--- src/rtl/hitsound_mixer.sv ---
// Sample-rate mixer: sums background music with four ROM-backed hit-sound voices,
// saturates, and emits one offset-binary sample per sample tick.
module hitsound_mixer #(
  parameter int SFX_LEN = 512,
  parameter int ADDR_W  = 11
) (
  input  logic              clk,
  input  logic              reset,
  input  logic              sample_tick,
  input  logic [7:0]        music_sample,
  input  logic [3:0]        hit,
  output logic [ADDR_W-1:0] sfx_addr,
  input  logic [7:0]        sfx_data,
  output logic [7:0]        mix_out,
  output logic              mix_valid,
  output logic [3:0]        active
);

  localparam int POS_W = $clog2(SFX_LEN);

  typedef enum logic [1:0] {
    S_IDLE,
    S_ADDR,
    S_DATA,
    S_SAT
  } state_t;

  state_t            state;
  logic [1:0]        voice;
  logic [POS_W-1:0]  pos [4];
  logic signed [9:0] acc;
  logic [7:0]        music_q;

  logic [1:0]        next_voice;
  logic [7:0]        rom_centered;
  logic signed [9:0] voice_term;
  logic signed [9:0] music_term;
  logic signed [9:0] sum;
  logic [7:0]        clamped;

  // Flipping the MSB turns offset binary into two's complement; the voice term
  // is then halved with sign extension so four voices fit beside the music.
  always_comb begin
    next_voice   = voice + 2'd1;
    rom_centered = sfx_data ^ 8'h80;
    voice_term   = {{3{rom_centered[7]}}, rom_centered[7:1]};
    music_term   = {{2{music_q[7]}}, music_q};
    sum          = music_term + acc;
    clamped      = sum[7:0] ^ 8'h80;
    if (sum > 10'sd127) begin
      clamped = 8'hff;
    end else if (sum < -10'sd128) begin
      clamped = 8'h00;
    end
  end

  always_ff @(posedge clk) begin
    if (!reset) begin
      state     <= S_IDLE;
      voice     <= 2'd0;
      acc       <= '0;
      music_q   <= 8'h00;
      sfx_addr  <= '0;
      mix_out   <= 8'd128;
      mix_valid <= 1'b0;
      active    <= 4'b0000;
      for (int i = 0; i < 4; i++) begin
        pos[i] <= '0;
      end
    end else begin
      mix_valid <= 1'b0;

      // Voice bookkeeping: a hit restarts the lane and wins over the DATA-cycle advance.
      for (int i = 0; i < 4; i++) begin
        if (hit[i]) begin
          active[i] <= 1'b1;
          pos[i]    <= '0;
        end else if (state == S_DATA && voice == 2'(i) && active[i]) begin
          if (pos[i] == POS_W'(SFX_LEN - 1)) begin
            active[i] <= 1'b0;
          end else begin
            pos[i] <= pos[i] + 1'b1;
          end
        end
      end

      case (state)
        S_IDLE: begin
          if (sample_tick) begin
            music_q  <= music_sample ^ 8'h80;
            acc      <= '0;
            voice    <= 2'd0;
            sfx_addr <= ADDR_W'({2'd0, pos[0]});
            state    <= S_ADDR;
          end
        end
        S_ADDR: begin
          state <= S_DATA;
        end
        S_DATA: begin
          if (active[voice]) begin
            acc <= acc + voice_term;
          end
          if (voice == 2'd3) begin
            state <= S_SAT;
          end else begin
            voice    <= next_voice;
            sfx_addr <= ADDR_W'({next_voice, pos[next_voice]});
            state    <= S_ADDR;
          end
        end
        S_SAT: begin
          mix_out   <= clamped;
          mix_valid <= 1'b1;
          state     <= S_IDLE;
        end
        default: state <= S_IDLE;
      endcase
    end
  end

endmodule

--- config.mk ---
export PLATFORM = sky130hd
export DESIGN_NAME = hitsound_mixer
export DESIGN_NICKNAME = d
export VERILOG_FILES = /design/src/rtl/hitsound_mixer.sv
export SDC_FILE = /design/constraint.sdc
export NUM_CORES = 1
export LEC_CHECK = 0
export CORE_MARGIN = 2
export CORE_UTILIZATION = 40
export CTS_BUF_LIST = sky130_fd_sc_hd__clkbuf_4 sky130_fd_sc_hd__clkbuf_8 sky130_fd_sc_hd__clkbuf_16
export DETAILED_ROUTE_END_ITERATION = 6
export PLACE_DENSITY_LB_ADDON = 0.12
export SYNTH_ARGS = -nofsm -noshare
export SYNTH_HDL_FRONTEND = slang
export SYNTH_SLANG_ARGS = --single-unit
--- constraint.sdc ---
create_clock -name clk -period 3.15 [get_ports clk]
set_input_delay 0.63 -clock clk [delete_from_list [all_inputs] [get_ports clk]]
set_output_delay 0.63 -clock clk [all_outputs]
set_load 0.01 [all_outputs]
==> flow_summary_export.csv, run 1 <==
group,metric,value,unit
clock_tree,cts_buffer_depth,2,
synth,synthArstFlopShare,0,
route,vias_per_cell,5.383,
hold_path,hold_end,"sfx_addr[0]$_SDFFE_PN0P_",
synth,synth_top_area_cell,"edfxtp_1",
finish,final_common_cell,"nor2_1",
synth,synth_area,4644,um^2
sta,rsz0062_at_grt,"false",
sta,fin_crit,2655,ps
worst_setup_path,r2r_start,"pos[3][2]$_SDFFCE_PN0P_",
pwr,p_comb_frac,0.112,
hold_path,hp-start,"sfx_addr[0]$_SDFFE_PN0P_",
pwr,leakage,2.154,nW
sta,finalSetupViolations,0,
synth,synthesis.nets,560,
sta,tightest_slew,679.3,ps
worst_setup_path,cp-start-kind,"flop",
worst_setup_path,crit_fanout,10,
sta,layout_setup_ws,494.7,ps
route,drt-wirelength-per-cell,15.57,um
die,die_w,111.8,um
placement,place_congestion,0.8273,
clock_tree,htreeDepth,3,
worst_setup_path,rrSetupSlack,490,ps
placement,place_hpwl,8076,um
pwr,pwr-share-clk,0.420,
synth,yosysWarningCount,0,
global_routing,use_met1,0.2448,
global_routing,grt_pass1_wl,18620,um
global_routing,overflow,0,
clock_tree,cts_tree,"done",
clock_tree,cts_sinks,80,
die,io_pins,47,
sta,drv_slew,0,
sta,tns,0,ps
die,die_h,111.8,um
die,initial_core_util,0.4085,
synth,syn_inst,505,
synth,seq_area_frac_synth,0.4224,
synth,synth_ff_type,"dfxtp_1",
finish,final_util,0.4845,
synth,synth_cell_types,53,
worst_setup_path,reg2regPathDepth,8,
finish,nets,602,
clock_tree,ctsResizeCount,0,
worst_setup_path,arrival,2640,ps
pwr,p_int,0.001897,W
sta,min_period_over_period,0.8429,
sta,slew_headroom,0.5455,
worst_setup_path,crit_type,"flop to flop",
route,drt-total-wl,10820,um
finish,drive_gt1_frac,0.06522,
finish,final_cell_mix,"nor2_1 (68), nand2_1 (54), a21oi_1 (46)",
route,drtPass1Iterations,4,
clock_tree,numCtsBuffers,9,
synth,synth_area_leaders,"edfxtp_1 (23%), dfxtp_1 (19%), ha_1 (8.1%)",
route,drc,0,
hold_path,hp-class,"flop to flop",
global_routing,grt_busiest_layer,"met2",
sta,final-hold-violation-count,0,
die,rows,39,
worst_setup_path,crit_path_end_kind,"flop",
pwr,peakVddDrop,0.0002751,V
outcome,status,"completed",
die,core_area,11370,um^2
clock_tree,clk_pin_slew,60,ps
clock_tree,cts_root_buf,"clkbuf_16",
synth,avgSynthCellArea,9.197,um^2
worst_setup_path,cp.required,3140,ps
global_routing,grt_use_met3,0.04137,
pwr,switching_share,0.2398,
global_routing,grt_max_degree,26,
pwr,p_sw,0.0005986,W
placement,port_buffers,45,
route,via_count,3741,
sta,fin_skew,6.658,ps
route,drt_iter0_markers,138,
placement,dp_cells,679,
finish,area_growth,18.62,%
sta,hold_slack,451.4,ps
global_routing,grt_use_met2,0.3022,
finish,stdcell_count,695,
global_routing,grt_usage,0.1857,
clock_tree,postCtsSetupBuffers,0,
pwr,p_per_area,453.0,nW/um^2
synth,synth_seq_cells,80,
sta,clock.fmax,0.3766,GHz
pwr,seq_power_share,0.468,
job,maxCapViolCount,0,
clock_tree,clk_latency,350,ps
route,drt.antenna.violating_nets,0,
hold_path,min_path_cells,2,
synth,synth-edff-count,36,
finish,n_antenna_cell,0,
finish,fillers,1138,
global_routing,antenna_found_initial,0,
die,die_area,12490,um^2
global_routing,grt_pass1_vias,3785,
synth,synth_top_area_share,0.2328,
worst_setup_path,r2r-end,"pos[3][0]$_SDFFCE_PN0P_",
placement,place_ws,192.2,ps
clock_tree,ctsHoldBuffers,0,
-- kinds of logic (layout without fill, tap and decap cells) --
group / after synthesis / after routing / synth area share
multiplexers: 10 / 10 / 0.02425
AO/OA/AOI/OAI: 106 / 106 / 0.1533
buffers and inverters: 37 / 84 / 0.03610
XOR/XNOR: 36 / 36 / 0.06950
flip-flops: 80 / 80 / 0.4224
adder cells (fa/ha/maj): 32 / 32 / 0.08944
AND/OR/NAND/NOR: 204 / 204 / 0.2050
-- per-stage QoR --
stage	total power [W]	cell area (um^2)
after detailed placement	0.001470	5211
final	0.002496	5509
after floorplan	0.001360	4644
after global placement	0.001465	5211
after global routing	0.002601	5509
after CTS	0.002522	5509
-- layout make-up --
| type | instances | area, um^2 | share of cell area |
|---|---|---|---|
| Inverter | 18 | 67.56 | 0.01226 |
| Timing Repair Buffer | 50 | 488.0 | 0.08858 |
| Clock inverter | 4 | 43.79 | 0.007949 |
| Sequential cell | 80 | 1962 | 0.3561 |
| Tap cell | 143 | 178.9 | 0.03248 |
| Multi-Input combinational cell | 388 | 2515 | 0.4565 |
| Clock buffer | 12 | 254.0 | 0.04611 |
-- state kept, by name (all words and copies together), names as in the netlist --
name / cells
acc: 10
active: 4
mix_out: 8
mix_valid: 1
music_q: 8
pos: 36
sfx_addr: 11
state: 2
-- worst max-delay path: stages, from the launching register on --
cell	delay, ps
edfxtp_1	480
and3_1	220
and2_1	160
nand2_1	90
nor2_1	60
ha_1	190
nor4bb_1	250
nand3_1	340
nand3b_1	500
-- power groups by stage --
stage / logic (W) / clock network (W) / registers [W]
floorplan: 0.000178 / 0 / 0.00118
detailed placement: 0.000280 / 0 / 0.00119
finish: 0.000278 / 0.00105 / 0.00117
global placement: 0.000276 / 0 / 0.00119
CTS: 0.000281 / 0.00107 / 0.00117
global route: 0.000309 / 0.00112 / 0.00118
-- how the worst max path moves through the flow --
| stage | startpoint | endpoint | slack [ps] | depth (start not counted) |
|---|---|---|---|---|
| 2_1_floorplan | sfx_data[1] | acc[8]$_SDFFE_PN0P_ | 850 | 8 |
| 6_report | pos[3][2]$_SDFFCE_PN0P_ | pos[3][0]$_SDFFCE_PN0P_ | 490 | 8 |
| 5_1_grt | pos[3][2]$_SDFFCE_PN0P_ | pos[3][6]$_SDFFCE_PN0P_ | 290 | 8 |
| 3_3_place_gp | sfx_data[7] | acc[9]$_SDFFE_PN0P_ | 230 | 9 |
| 3_5_place_dp | sfx_data[7] | acc[9]$_SDFFE_PN0P_ | 190 | 9 |
| 4_1_cts | pos[3][2]$_SDFFCE_PN0P_ | pos[3][7]$_SDFFCE_PN0P_ | 430 | 8 |
-- Yosys cell counts, types with 4 or more instances --
cell type,count
ha_1,30
a21oi_1,46
nand3_1,29
o21ai_1,7
nand4_1,10
nor3_1,5
o21ai_0,6
clkbuf_1,12
edfxtp_1,36
nand2_1,54
mux2i_1,9
nor2b_1,5
or3_1,7
xnor2_1,17
inv_1,17
and3_1,6
a21o_1,8
o221ai_1,9
dfxtp_1,44
nor2_1,68
xor2_1,18
nand3b_1,4
and4_1,4
-- routing by layer --
metal / up-vias / wire (um) / share of wire
met3: 14 / 399 / 0.037
met4: 0 / 201 / 0.019
met1: 1767 / 5103 / 0.47
li1: 1902 / - / -
met5: - / 0 / 0
met2: 58 / 5115 / 0.47
Power figures use the tool's default switching activity.
==> run 2, diff against run 1 <==
==> constraint.sdc (replaced) <==
create_clock -name clk -period 2.5 [get_ports clk]
set_input_delay 0.5 -clock clk [delete_from_list [all_inputs] [get_ports clk]]
set_output_delay 0.5 -clock clk [all_outputs]
set_load 0.01 [all_outputs]
==> flow_summary_export.csv, run 2 (synthesis gave the netlist of run 1 again) <==
group,metric,value,unit
outcome,status,"completed",
worst_setup_path,arrival,2640,ps
finish,largest_reg_flops,36,
die,die_h,111.8,um
global_routing,grt_pass1_vias,3724,
global_routing,grt_pass1_wl,18190,um
route,via_count,3790,
sta,tightest_slew,599.6,ps
die,die_area,12490,um^2
clock_tree,ctsResizeCount,0,
placement,place_hpwl,8239,um
global_routing,overflow,0,
placement,place_congestion,0.8930,
sta,finalSetupViolations,0,
clock_tree,postCtsSetupBuffers,0,
sta,fin_crit,2369,ps
sta,slew_headroom,0.6003,
route,drt.antenna.violating_nets,0,
sta,final-hold-violation-count,0,
pwr,leakage,2.264,nW
finish,seqCellArea,1962,um^2
route,drt-wirelength-per-cell,15.49,um
clock_tree,clk_pin_slew,60,ps
worst_setup_path,cp-start-kind,"input port",
global_routing,grt_max_degree,27,
die,rows,39,
placement,port_buffers,45,
clock_tree,cts_buffer_depth,2,
route,vias_per_cell,5.301,
hold_path,hp-class,"flop to flop",
die,io_pins,47,
route,drc,0,
hold_path,min_path_cells,2,
clock_tree,cts_root_buf,"clkbuf_16",
worst_setup_path,cp.required,2770,ps
finish,regMostFlops,"pos",
die,die_w,111.8,um
finish,final_common_cell,"nor2_1",
global_routing,antenna_found_initial,0,
route,drt-total-wl,11080,um
pwr,power,0.003188,W
worst_setup_path,r2r_start,"acc[0]$_SDFFE_PN0P_",
die,core_area,11370,um^2
sta,rsz0062_at_grt,"true",
route,drtPass1Iterations,4,
clock_tree,clk_latency,340,ps
clock_tree,htreeDepth,3,
finish,final_cell_mix,"nor2_1 (68), nand2_1 (53), a21oi_1 (45), clkdlybuf4s50_1 (45), dfxtp_1 (44)",
clock_tree,numCtsBuffers,9,
finish,fillers,1092,
worst_setup_path,reg2regPathDepth,9,
finish,area_growth,22.60,%
placement,place_ws,-323.1,ps
worst_setup_path,crit_path_end_kind,"flop",
global_routing,grt_usage,0.1838,
finish,nets,622,
route,drt_iter0_markers,193,
sta,layout_setup_ws,130.6,ps
worst_setup_path,rrSetupSlack,130,ps
sta,drv_slew,0,
pwr,peakVddDrop,0.0004484,V
finish,reg_top3,"pos (36), sfx_addr (11), acc (10)",
job,maxCapViolCount,0,
worst_setup_path,r2r-end,"mix_out[0]$_SDFFE_PN0P_",
finish,multiInputGateArea,2550,um^2
sta,clock.fmax,0.4220,GHz
finish,n_antenna_cell,0,
worst_setup_path,crit_fanout,2,
finish,drive_gt1_frac,0.1119,
worst_setup_path,crit_type,"input port to flop",
hold_path,hold_end,"sfx_addr[3]$_SDFFE_PN0P_",
pwr,p_per_area,559.8,nW/um^2
die,initial_core_util,0.4085,
sta,min_period_over_period,0.9478,
clock_tree,ctsHoldBuffers,0,
hold_path,hp-start,"sfx_addr[3]$_SDFFE_PN0P_",
clock_tree,cts_tree,"done",
sta,fin_skew,6.552,ps
clock_tree,cts_sinks,80,
-- run 2: layer usage --
layer	GRT usage	share of wire	up-vias
li1	-	-	1940
met1	0.2351	0.47	1781
met2	0.2990	0.48	53
met3	0.04627	0.032	16
met4	0.07325	0.020	0
met5	0	0	-
-- run 2: where the power goes --
part           leakage (nW)  internal, W  switching [W]
sequential            0.760      0.00142      0.0000541
clock                 0.151     0.000816       0.000520
combinational          1.35     0.000177       0.000202
-- run 2: stage by stage --
step / instances / hold WS, ps / utilization / TNS [ps] / cell area, um^2
finish: 715 / 445.9 / 0.5008 / 0 / 5694
global route: 715 / 478.2 / 0.5008 / -79.27 / 5694
CTS: 715 / 452.6 / 0.4977 / 0 / 5659
detailed placement: 699 / 446.0 / 0.4716 / -734.1 / 5361
global placement: 699 / 441.2 / 0.4716 / -670.8 / 5361
floorplan: 505 / 437.5 / - / 0 / 4644
-- run 2: critical path, cell delays in order --
cell and delay (ps):
clkdlybuf4s50_1 500, inv_1 70, ha_1 310, a21o_1 200
a21oi_1 140, o21bai_1 90, o21a_1 180, or4_1 470
a31oi_1 180
-- run 2: area by class of cell --
cell class | count | share of cell area
inverter | 18 | 0.01187
clock buffer | 12 | 0.04461
sequential | 80 | 0.3445
clock inverter | 4 | 0.007691
tap | 143 | 0.03142
multi-input combinational | 388 | 0.4478
timing repair buffer | 70 | 0.1121
-- run 2: worst max path at each step --
stage                         endpoint               startpoint  cells after the start  slack [ps]
2_1_floorplan  pos[3][0]$_SDFFCE_PN0P_  pos[3][2]$_SDFFCE_PN0P_                      8         240
3_3_place_gp       acc[8]$_SDFFE_PN0P_              sfx_data[1]                      9        -310
3_5_place_dp       acc[8]$_SDFFE_PN0P_              sfx_data[1]                      9        -320
4_1_cts            acc[8]$_SDFFE_PN0P_              sfx_data[1]                      9          30
5_1_grt        mix_out[6]$_SDFFE_PN0P_      acc[0]$_SDFFE_PN0P_                      9         -30
6_report           acc[9]$_SDFFE_PN0P_              sfx_data[7]                      9         130
